<file path="src/rtl/sym_mapper.sv">
// Byte-to-symbol mapper: serialises each input byte into BPSK, QPSK or 16-QAM
// I/Q samples behind a registered valid/ready output stage.
module sym_mapper #(
    parameter int OUT_W      = 16,
    parameter int AMP_PSK    = 23170,
    parameter int AMP_QAM_LO = 10362,
    parameter int AMP_QAM_HI = 31086
) (
    input  logic                    clk,
    input  logic                    rst,
    input  logic [1:0]              cfg_mode,
    input  logic                    s_axis_valid,
    output logic                    s_axis_ready,
    input  logic [7:0]              s_axis_data,
    input  logic                    s_axis_last,
    input  logic                    s_axis_sop,
    input  logic                    s_axis_is_parity,
    output logic                    m_axis_valid,
    input  logic                    m_axis_ready,
    output logic signed [OUT_W-1:0] m_axis_i,
    output logic signed [OUT_W-1:0] m_axis_q,
    output logic                    m_axis_last,
    output logic                    m_axis_sop,
    output logic                    m_axis_is_parity,
    output logic [1:0]              m_axis_mode
);

    typedef enum logic {IDLE, SHIFT} state_t;

    localparam logic [1:0] MODE_BPSK  = 2'd0;
    localparam logic [1:0] MODE_QPSK  = 2'd1;
    localparam logic [1:0] MODE_QAM16 = 2'd2;

    localparam logic signed [OUT_W-1:0] A_PSK = OUT_W'(AMP_PSK);
    localparam logic signed [OUT_W-1:0] A_LO  = OUT_W'(AMP_QAM_LO);
    localparam logic signed [OUT_W-1:0] A_HI  = OUT_W'(AMP_QAM_HI);

    function automatic logic [2:0] last_idx(input logic [1:0] mode);
        case (mode)
            MODE_BPSK:  return 3'd7;
            MODE_QAM16: return 3'd1;
            default:    return 3'd3;
        endcase
    endfunction

    function automatic logic signed [OUT_W-1:0] psk(input logic b);
        return b ? A_PSK : -A_PSK;
    endfunction

    // Sign bit selects polarity, magnitude bit selects inner (1) or outer (0) level.
    function automatic logic signed [OUT_W-1:0] qam(input logic s, input logic m);
        logic signed [OUT_W-1:0] mag;
        mag = m ? A_LO : A_HI;
        return s ? mag : -mag;
    endfunction

    state_t                  state_q;
    logic [2:0]              idx_q;
    logic [7:0]              byte_q;
    logic [1:0]              bmode_q;
    logic                    bsop_q, blast_q, bpar_q;
    logic [1:0]              mode_lat_q;
    logic                    mvalid_q, msop_q, mlast_q, mpar_q;
    logic signed [OUT_W-1:0] mi_q, mq_q;
    logic [1:0]              mmode_q;

    logic                    busy, load, final_sym, accept, emit;
    logic [1:0]              in_mode, sel_mode;
    logic [7:0]              sel_data;
    logic                    sel_sop, sel_last, sel_par;
    logic [2:0]              sel_idx, shamt;
    logic [3:0]              sym_bits;
    logic signed [OUT_W-1:0] i_d, q_d;
    logic                    sop_d, last_d;

    assign busy      = (state_q == SHIFT);
    assign load      = !mvalid_q || m_axis_ready;
    assign final_sym = busy && (idx_q == last_idx(bmode_q));

    assign s_axis_ready = !rst && (!busy || (load && final_sym));
    assign accept       = s_axis_valid && s_axis_ready;
    assign in_mode      = s_axis_sop ? ((cfg_mode == 2'd3) ? MODE_QPSK : cfg_mode) : mode_lat_q;

    // When idle, a freshly accepted byte feeds the output stage directly (1-cycle latency).
    assign sel_data = busy ? byte_q  : s_axis_data;
    assign sel_mode = busy ? bmode_q : in_mode;
    assign sel_sop  = busy ? bsop_q  : s_axis_sop;
    assign sel_last = busy ? blast_q : s_axis_last;
    assign sel_par  = busy ? bpar_q  : s_axis_is_parity;
    assign sel_idx  = busy ? idx_q   : 3'd0;
    assign emit     = load && (busy || accept);

    // NOTE: every always_comb output gets a default first so no path can infer a latch.
    always_comb begin
        shamt = {sel_idx[1:0], 1'b0};
        i_d   = '0;
        q_d   = '0;
        case (sel_mode)
            MODE_BPSK:  shamt = sel_idx;
            MODE_QAM16: shamt = {sel_idx[0], 2'b00};
            default:    shamt = {sel_idx[1:0], 1'b0};
        endcase
        sym_bits = 4'((sel_data << shamt) >> 4);
        case (sel_mode)
            MODE_BPSK: i_d = psk(sym_bits[3]);
            MODE_QAM16: begin
                i_d = qam(sym_bits[3], sym_bits[2]);
                q_d = qam(sym_bits[1], sym_bits[0]);
            end
            default: begin
                i_d = psk(sym_bits[3]);
                q_d = psk(sym_bits[2]);
            end
        endcase
    end

    assign sop_d  = (sel_idx == 3'd0) && sel_sop;
    assign last_d = (sel_idx == last_idx(sel_mode)) && sel_last;

    // NOTE: state is updated with non-blocking assignments so every register samples pre-edge values.
    always_ff @(posedge clk) begin
        if (rst) begin
            state_q    <= IDLE;
            idx_q      <= '0;
            byte_q     <= '0;
            bmode_q    <= MODE_QPSK;
            bsop_q     <= 1'b0;
            blast_q    <= 1'b0;
            bpar_q     <= 1'b0;
            mode_lat_q <= MODE_QPSK;
            mvalid_q   <= 1'b0;
            msop_q     <= 1'b0;
            mlast_q    <= 1'b0;
            mpar_q     <= 1'b0;
            mi_q       <= '0;
            mq_q       <= '0;
            mmode_q    <= MODE_QPSK;
        end else begin
            if (accept && s_axis_sop)
                mode_lat_q <= in_mode;

            if (accept) begin
                byte_q  <= s_axis_data;
                bmode_q <= in_mode;
                bsop_q  <= s_axis_sop;
                blast_q <= s_axis_last;
                bpar_q  <= s_axis_is_parity;
            end

            if (load) begin
                mvalid_q <= emit;
                if (emit) begin
                    mi_q    <= i_d;
                    mq_q    <= q_d;
                    msop_q  <= sop_d;
                    mlast_q <= last_d;
                    mpar_q  <= sel_par;
                    mmode_q <= sel_mode;
                end
            end

            case (state_q)
                IDLE: begin
                    if (accept) begin
                        state_q <= SHIFT;
                        idx_q   <= load ? 3'd1 : 3'd0;
                    end
                end
                SHIFT: begin
                    if (load) begin
                        if (final_sym) begin
                            idx_q   <= '0;
                            state_q <= accept ? SHIFT : IDLE;
                        end else begin
                            idx_q <= idx_q + 3'd1;
                        end
                    end
                end
                default: state_q <= IDLE;
            endcase
        end
    end

    assign m_axis_valid     = mvalid_q;
    assign m_axis_i         = mi_q;
    assign m_axis_q         = mq_q;
    assign m_axis_sop       = msop_q;
    assign m_axis_last      = mlast_q;
    assign m_axis_is_parity = mpar_q;
    assign m_axis_mode      = mmode_q;

endmodule
</file>
<file path="config.mk">
export PLATFORM = sky130hd
export DESIGN_NAME = sym_mapper
export DESIGN_NICKNAME = d
export VERILOG_FILES = /design/src/rtl/sym_mapper.sv
export SDC_FILE = /design/constraint.sdc
export NUM_CORES = 1
export LEC_CHECK = 0
export CORE_ASPECT_RATIO = 0.9
export CORE_UTILIZATION = 45
export CTS_CLUSTER_SIZE = 8
export DETAILED_ROUTE_END_ITERATION = 12
export PLACE_DENSITY_LB_ADDON = 0.1
export SYNTH_ARGS = -nofsm -noshare
export SYNTH_HDL_FRONTEND = slang
export SYNTH_SLANG_ARGS = --single-unit
</file>
<file path="constraint.sdc">
create_clock -name clk -period 2.5 [get_ports clk]
set_input_delay 0.5 -clock clk [delete_from_list [all_inputs] [get_ports clk]]
set_output_delay 0.5 -clock clk [all_outputs]
set_load 0.02 [all_outputs]
</file>
==> results_dict.tcl, run 1 <==
set metrics [dict create \
    setup_viol 0 \
    cts_buffers 5 \
    cts.clk_slew.worst_paths_ns 0.08 \
    grt_antenna_before_repair 0 \
    vias 2238 \
    async_reset_ff_frac 0 \
    nets 362 \
    power.leakage_uw 0.00119 \
    fmax_ghz 0.425 \
    wirelength_mm 5.77 \
    multi_input_area_um2 1430 \
    critPathRequiredTime_ns 2.68 \
    crit-reg2reg-capture "m_axis_q[8]" \
    synthTopCellsByCount "dfxtp_1, nor2_1, nand2_1" \
    clkSinkCount 41 \
    placed_area_um2 3050 \
    ir_drop_mv 0.299 \
    hold_path_class "reg2reg" \
    rsz0062_at_grt "no" \
    wl_per_cell_um 14.2 \
    hpwl_mm 4.35 \
    crit_path_end_kind "flip-flop" \
    min_from "mode_lat_q[0]" \
    synth_seq_cells 41 \
    port_buffers 53 \
    syn2layout_area_growth_pct 25.8 \
    fillers 503 \
    final_cells 408 \
    die_w_um 80.2 \
    whs_endpoint "mode_lat_q[0]" \
    drive_gt1_frac 0.155 \
    outcome "complete, no violations" \
    drc 0 \
    die-area_um2 5810 \
    synth.top_cell.area_share 0.331 \
    ff2ff_setup_slack_ns 0.15 \
    routabilityCongestion 0.869 \
    finalCritPeriodShare 0.940 \
    synth_area_per_cell_um2 8.43 \
    grt_pass1_wl_mm 9.68 \
    synth.area.top_cells "dfxtp_1, buf_4, nor2_1, nand2b_1, nand2_1" \
    critPathMaxFanout 8 \
    start_util 0.469 \
    diodes 0 \
    pin_count 56 \
    holdBufCountCts 0 \
    grt_pass1_vias 2076 \
    setup_tns_ns 0 \
    yosysTopAreaCell "dfxtp_1" \
    synth_edf_count 0 \
    hold_violations 0 \
    row_count 25 \
    netlist_instances 294 \
    dpl.cell_count 402 \
    grt_use_total 0.215 \
    synth_seq_area_share 0.331 \
    insertion_delay_ns 0.30 \
    synth_cell_types 65 \
    antenna_left 0 \
    vias_per_cell 5.49 \
    synth_flop_cell "dfxtp_1" \
    grt-ovfl-total 0 \
    drv_cap 0 \
    fin_crit_ns 2.35 \
    min_path_cells 1 \
    fin_skew_ns 0.00518 \
    register_area_um2 822 \
    reg2reg_depth 7 \
    ys_warn_count 0 \
    powerDensity_nw_per_um2 558 \
    arrival_ns 2.53 \
    setup.worst_path.start_class "flip-flop" \
    cts_buffer_depth 2 \
    netlist_area_um2 2480 \
    postCtsSetupRepairBufs 0 \
    chipHeight_um 72.4 \
    synth.most_common_cell "dfxtp_1" \
    worst_r2r_startpoint "bmode_q[1]" \
    final_cell_area_um2 3120 \
    drv_slew 0 \
    cts-root-buf "clkbuf_8" \
    cts_tree "yes" \
    grt_max_degree 32 \
    htree_levels 2 \
    drt_iter0_drc 147 \
    critical_path_class "reg2reg" \
    drt_first_pass_iters 4 \
    coreArea_um2 5290 \
]
==> area by class of cell <==
| cell class | count | share of cell area |
|---|---|---|
| multi-input combinational | 215 | 0.458 |
| sequential | 41 | 0.264 |
| timing repair buffer | 76 | 0.224 |
| tap | 67 | 0.0269 |
| clock buffer | 5 | 0.0221 |
| inverter | 3 | 0.00361 |
| clock inverter | 1 | 0.00161 |
==> registers in the layout (all words and copies together), names as in the netlist <==
signal and cells:
blast_q 1, bmode_q 2, bpar_q 1, bsop_q 1, busy 1, byte_q 8
idx_q 3, m_axis_i 8, m_axis_is_parity 1, m_axis_last 1, m_axis_mode 2, m_axis_q 8
m_axis_sop 1, m_axis_valid 1, mode_lat_q 2
==> layout by cell type (no fill, tap or decap), types with 4 or more instances in the layout <==
cell | synthesis | layout
nand2_1 | 23 | 23
a21oi_1 | 16 | 16
nand2b_1 | 16 | 16
nand3_1 | 4 | 4
nor2_1 | 37 | 37
clkdlybuf4s50_1 | 0 | 52
mux2i_1 | 7 | 7
a21o_1 | 5 | 5
a211oi_1 | 10 | 10
nor3_1 | 6 | 6
dfxtp_1 | 41 | 40
nor2b_1 | 5 | 5
buf_4 | 19 | 23
o21ai_0 | 15 | 15
clkbuf_8 | 0 | 5
==> per-layer routing <==
metal	vias up	global-route usage	part of all wire
li1	1138	-	-
met1	1041	0.282	0.49
met2	49	0.346	0.46
met3	10	0.0390	0.036
met4	0	0.0952	0.018
met5	-	0	0
==> per-stage QoR <==
stage	utilization	total power, uW	hold WS (ns)	setup WS [ns]
2_1_floorplan	-	1150	0.435	0.433
3_3_place_gp	0.577	1340	0.449	0.0581
3_5_place_dp	0.577	1350	0.451	-0.0106
4_1_cts	0.590	1760	0.470	0.0362
5_1_grt	0.590	1830	0.486	0.0000326
6_report	0.590	1740	0.471	0.149
==> cell families (layout without fill, tap and decap cells) <==
logic type,Yosys count,after routing,share of synthesized area
AND/OR/NAND/NOR,111,111,0.235
XOR/XNOR,1,1,0.00353
AO/OA/AOI/OAI,87,87,0.272
buffers and inverters,39,85,0.0939
multiplexers,11,11,0.0480
flip-flops,41,41,0.331
adder cells (fa/ha/maj),3,3,0.0151
other,1,2,0.00151
==> worst max path at each step <==
| stage | start | endpoint | cells after the start |
|---|---|---|---|
| final | bmode_q[1] | m_axis_q[8] | 7 |
| after global routing | bmode_q[1] | m_axis_q[8] | 7 |
| after CTS | idx_q[2] | s_axis_ready | 7 |
| after detailed placement | s_axis_sop | m_axis_i[10] | 8 |
| after global placement | s_axis_sop | m_axis_i[10] | 8 |
| after floorplan | bmode_q[0] | s_axis_ready | 7 |
==> worst max-delay path: stages (launching register included) <==
cell and delay [ns]:
dfxtp_1 0.40, buf_4 0.20, mux2_4 0.34, o211a_4 0.26, a311oi_4 0.32, o22ai_2 0.22
a221oi_1 0.39, a221oi_2 0.10
==> timing repair <==
item / CTS / global route
endpoints found under the hold margin: 0 / 0
endpoints found under the setup margin: 1 / 1
resized for setup: 1 / 3
==> power breakdown <==
group | internal [uW] | switching, uW | total [uW]
registers | 710 | 48.9 | 759
clock network | 184 | 225 | 408
logic | 270 | 303 | 572
(Power assumes the default switching activity.)
==> inputs of run 2 (changes only) <==
--- a/config.mk
+++ b/config.mk
@@ -6,6 +6,7 @@
 export NUM_CORES = 1
 export LEC_CHECK = 0
 export CORE_ASPECT_RATIO = 0.9
+export CORE_MARGIN = 2
 export CORE_UTILIZATION = 45
 export CTS_CLUSTER_SIZE = 8
 export DETAILED_ROUTE_END_ITERATION = 12
==> results_dict.tcl, run 2 (same netlist as run 1, synthesis figures left out) <==
set metrics [dict create \
    outcome "complete, no violations" \
    grt_pass1_wl_mm 9.70 \
    vias_per_cell 5.51 \
    drv_cap 0 \
    layout_commonest_cell "clkdlybuf4s50_1" \
    cts.clk_slew.worst_paths_ns 0.09 \
    fin_crit_ns 2.35 \
    pin_count 56 \
    holdWs_ns 0.471 \
    setup_viol 0 \
    multi_input_area_um2 1430 \
    antenna_left 0 \
    critical_path_class "reg2reg" \
    insertion_delay_ns 0.30 \
    powerDensity_nw_per_um2 595 \
    arrival_ns 2.53 \
    hpwl_mm 4.48 \
    grt_use_total 0.207 \
    wirelength_mm 5.93 \
    fillers 495 \
    cts_buffers 5 \
    wl_per_cell_um 14.4 \
    drv_slew 0 \
    dpl.cell_count 403 \
    cts-root-buf "clkbuf_8" \
    coreArea_um2 5290 \
    grt_max_degree 28 \
    chipHeight_um 74.4 \
    drc 0 \
    cts_buffer_depth 2 \
    holdBufCountCts 0 \
    critPathMaxFanout 8 \
    ir_drop_mv 0.278 \
    setup.worst_path.start_class "flip-flop" \
    postCtsSetupRepairBufs 0 \
    vias 2264 \
    clkSinkCount 41 \
    diodes 0 \
    grt_pass1_vias 2054 \
    finalCritPeriodShare 0.940 \
    fmax_ghz 0.426 \
    hold_path_class "reg2reg" \
    setup_tns_ns 0 \
    rsz0062_at_grt "no" \
    drive_gt1_frac 0.160 \
    syn2layout_area_growth_pct 27.6 \
    register_area_um2 822 \
    hold_violations 0 \
    grt-ovfl-total 0 \
    min_path_cells 1 \
    port_buffers 53 \
    start_util 0.469 \
    row_count 25 \
    nets 363 \
    drt_iter0_drc 151 \
    fin_util 0.598 \
    final_cells 411 \
    fin_skew_ns 0.00993 \
    htree_levels 2 \
    grt_antenna_before_repair 0 \
    reg2reg_depth 7 \
    routabilityCongestion 0.849 \
    crit_path_end_kind "flip-flop" \
    die_w_um 82.2 \
    cts_tree "yes" \
    drt_first_pass_iters 4 \
    mostFrequentLayoutCells "clkdlybuf4s50_1, dfxtp_1, nor2_1, buf_4, nand2_1" \
    critPathRequiredTime_ns 2.68 \
    power.leakage_uw 0.00121 \
    die-area_um2 6120 \
]
run 2: changes by cell type in the layout (fill, tap and decap cells not counted), sizes merged:
cell,change
clkbuf,+1
bufinv,+1
buf,+1
run 2: area by class of cell:
type / count / area share
Tap cell: 67 / 0.0265
Inverter: 3 / 0.00356
Sequential cell: 41 / 0.260
Clock buffer: 6 / 0.0229
Multi-Input combinational cell: 215 / 0.452
Clock inverter: 2 / 0.0123
Timing Repair Buffer: 77 / 0.223
run 2: path summary, 6_finish.rpt:
kind                       from  slack (ns)       endpoint
setup reg to reg     bmode_q[1]        0.15    m_axis_q[8]
hold reg to reg   mode_lat_q[0]        0.47  mode_lat_q[0]
setup / recovery     bmode_q[1]        0.15    m_axis_q[8]
hold / removal    mode_lat_q[0]        0.47  mode_lat_q[0]
run 2: per-layer routing:
metal	track usage	part of all wire	vias up
li1	-	-	1144
met1	0.287	0.48	1060
met5	0	0	-
met4	0.0648	0.011	0
met3	0.0449	0.044	8
met2	0.322	0.47	52
run 2: worst max-delay path, stage by stage (launching register included):
cell	delay [ns]
dfxtp_1	0.40
buf_4	0.19
mux2_4	0.34
o211a_4	0.26
a311oi_4	0.33
o22ai_2	0.22
a221oi_1	0.38
a221oi_2	0.10
run 2: what timing repair did:
item                       4_1_cts  5_1_grt
setup endpoints to repair        1        1
pin swaps                        0        0
gates resized for setup          1        3
hold endpoints to repair         0        0
run 2: power by group:
part           switching [uW]  total (uW)  internal [uW]
Clock                     248         548            300
Combinational             304         575            271
Sequential               49.1         759            710
Total                     602        1880           1280
run 2: through the flow:
step | power, uW | instance area (um^2) | setup slack (ns)
after global placement | 1350 | 3060 | 0.0619
after floorplan | 1150 | 2480 | 0.433
after global routing | 1980 | 3160 | 0.0242
after CTS | 1890 | 3170 | 0.00544
after detailed placement | 1350 | 3060 | 0.00858
final | 1880 | 3160 | 0.151
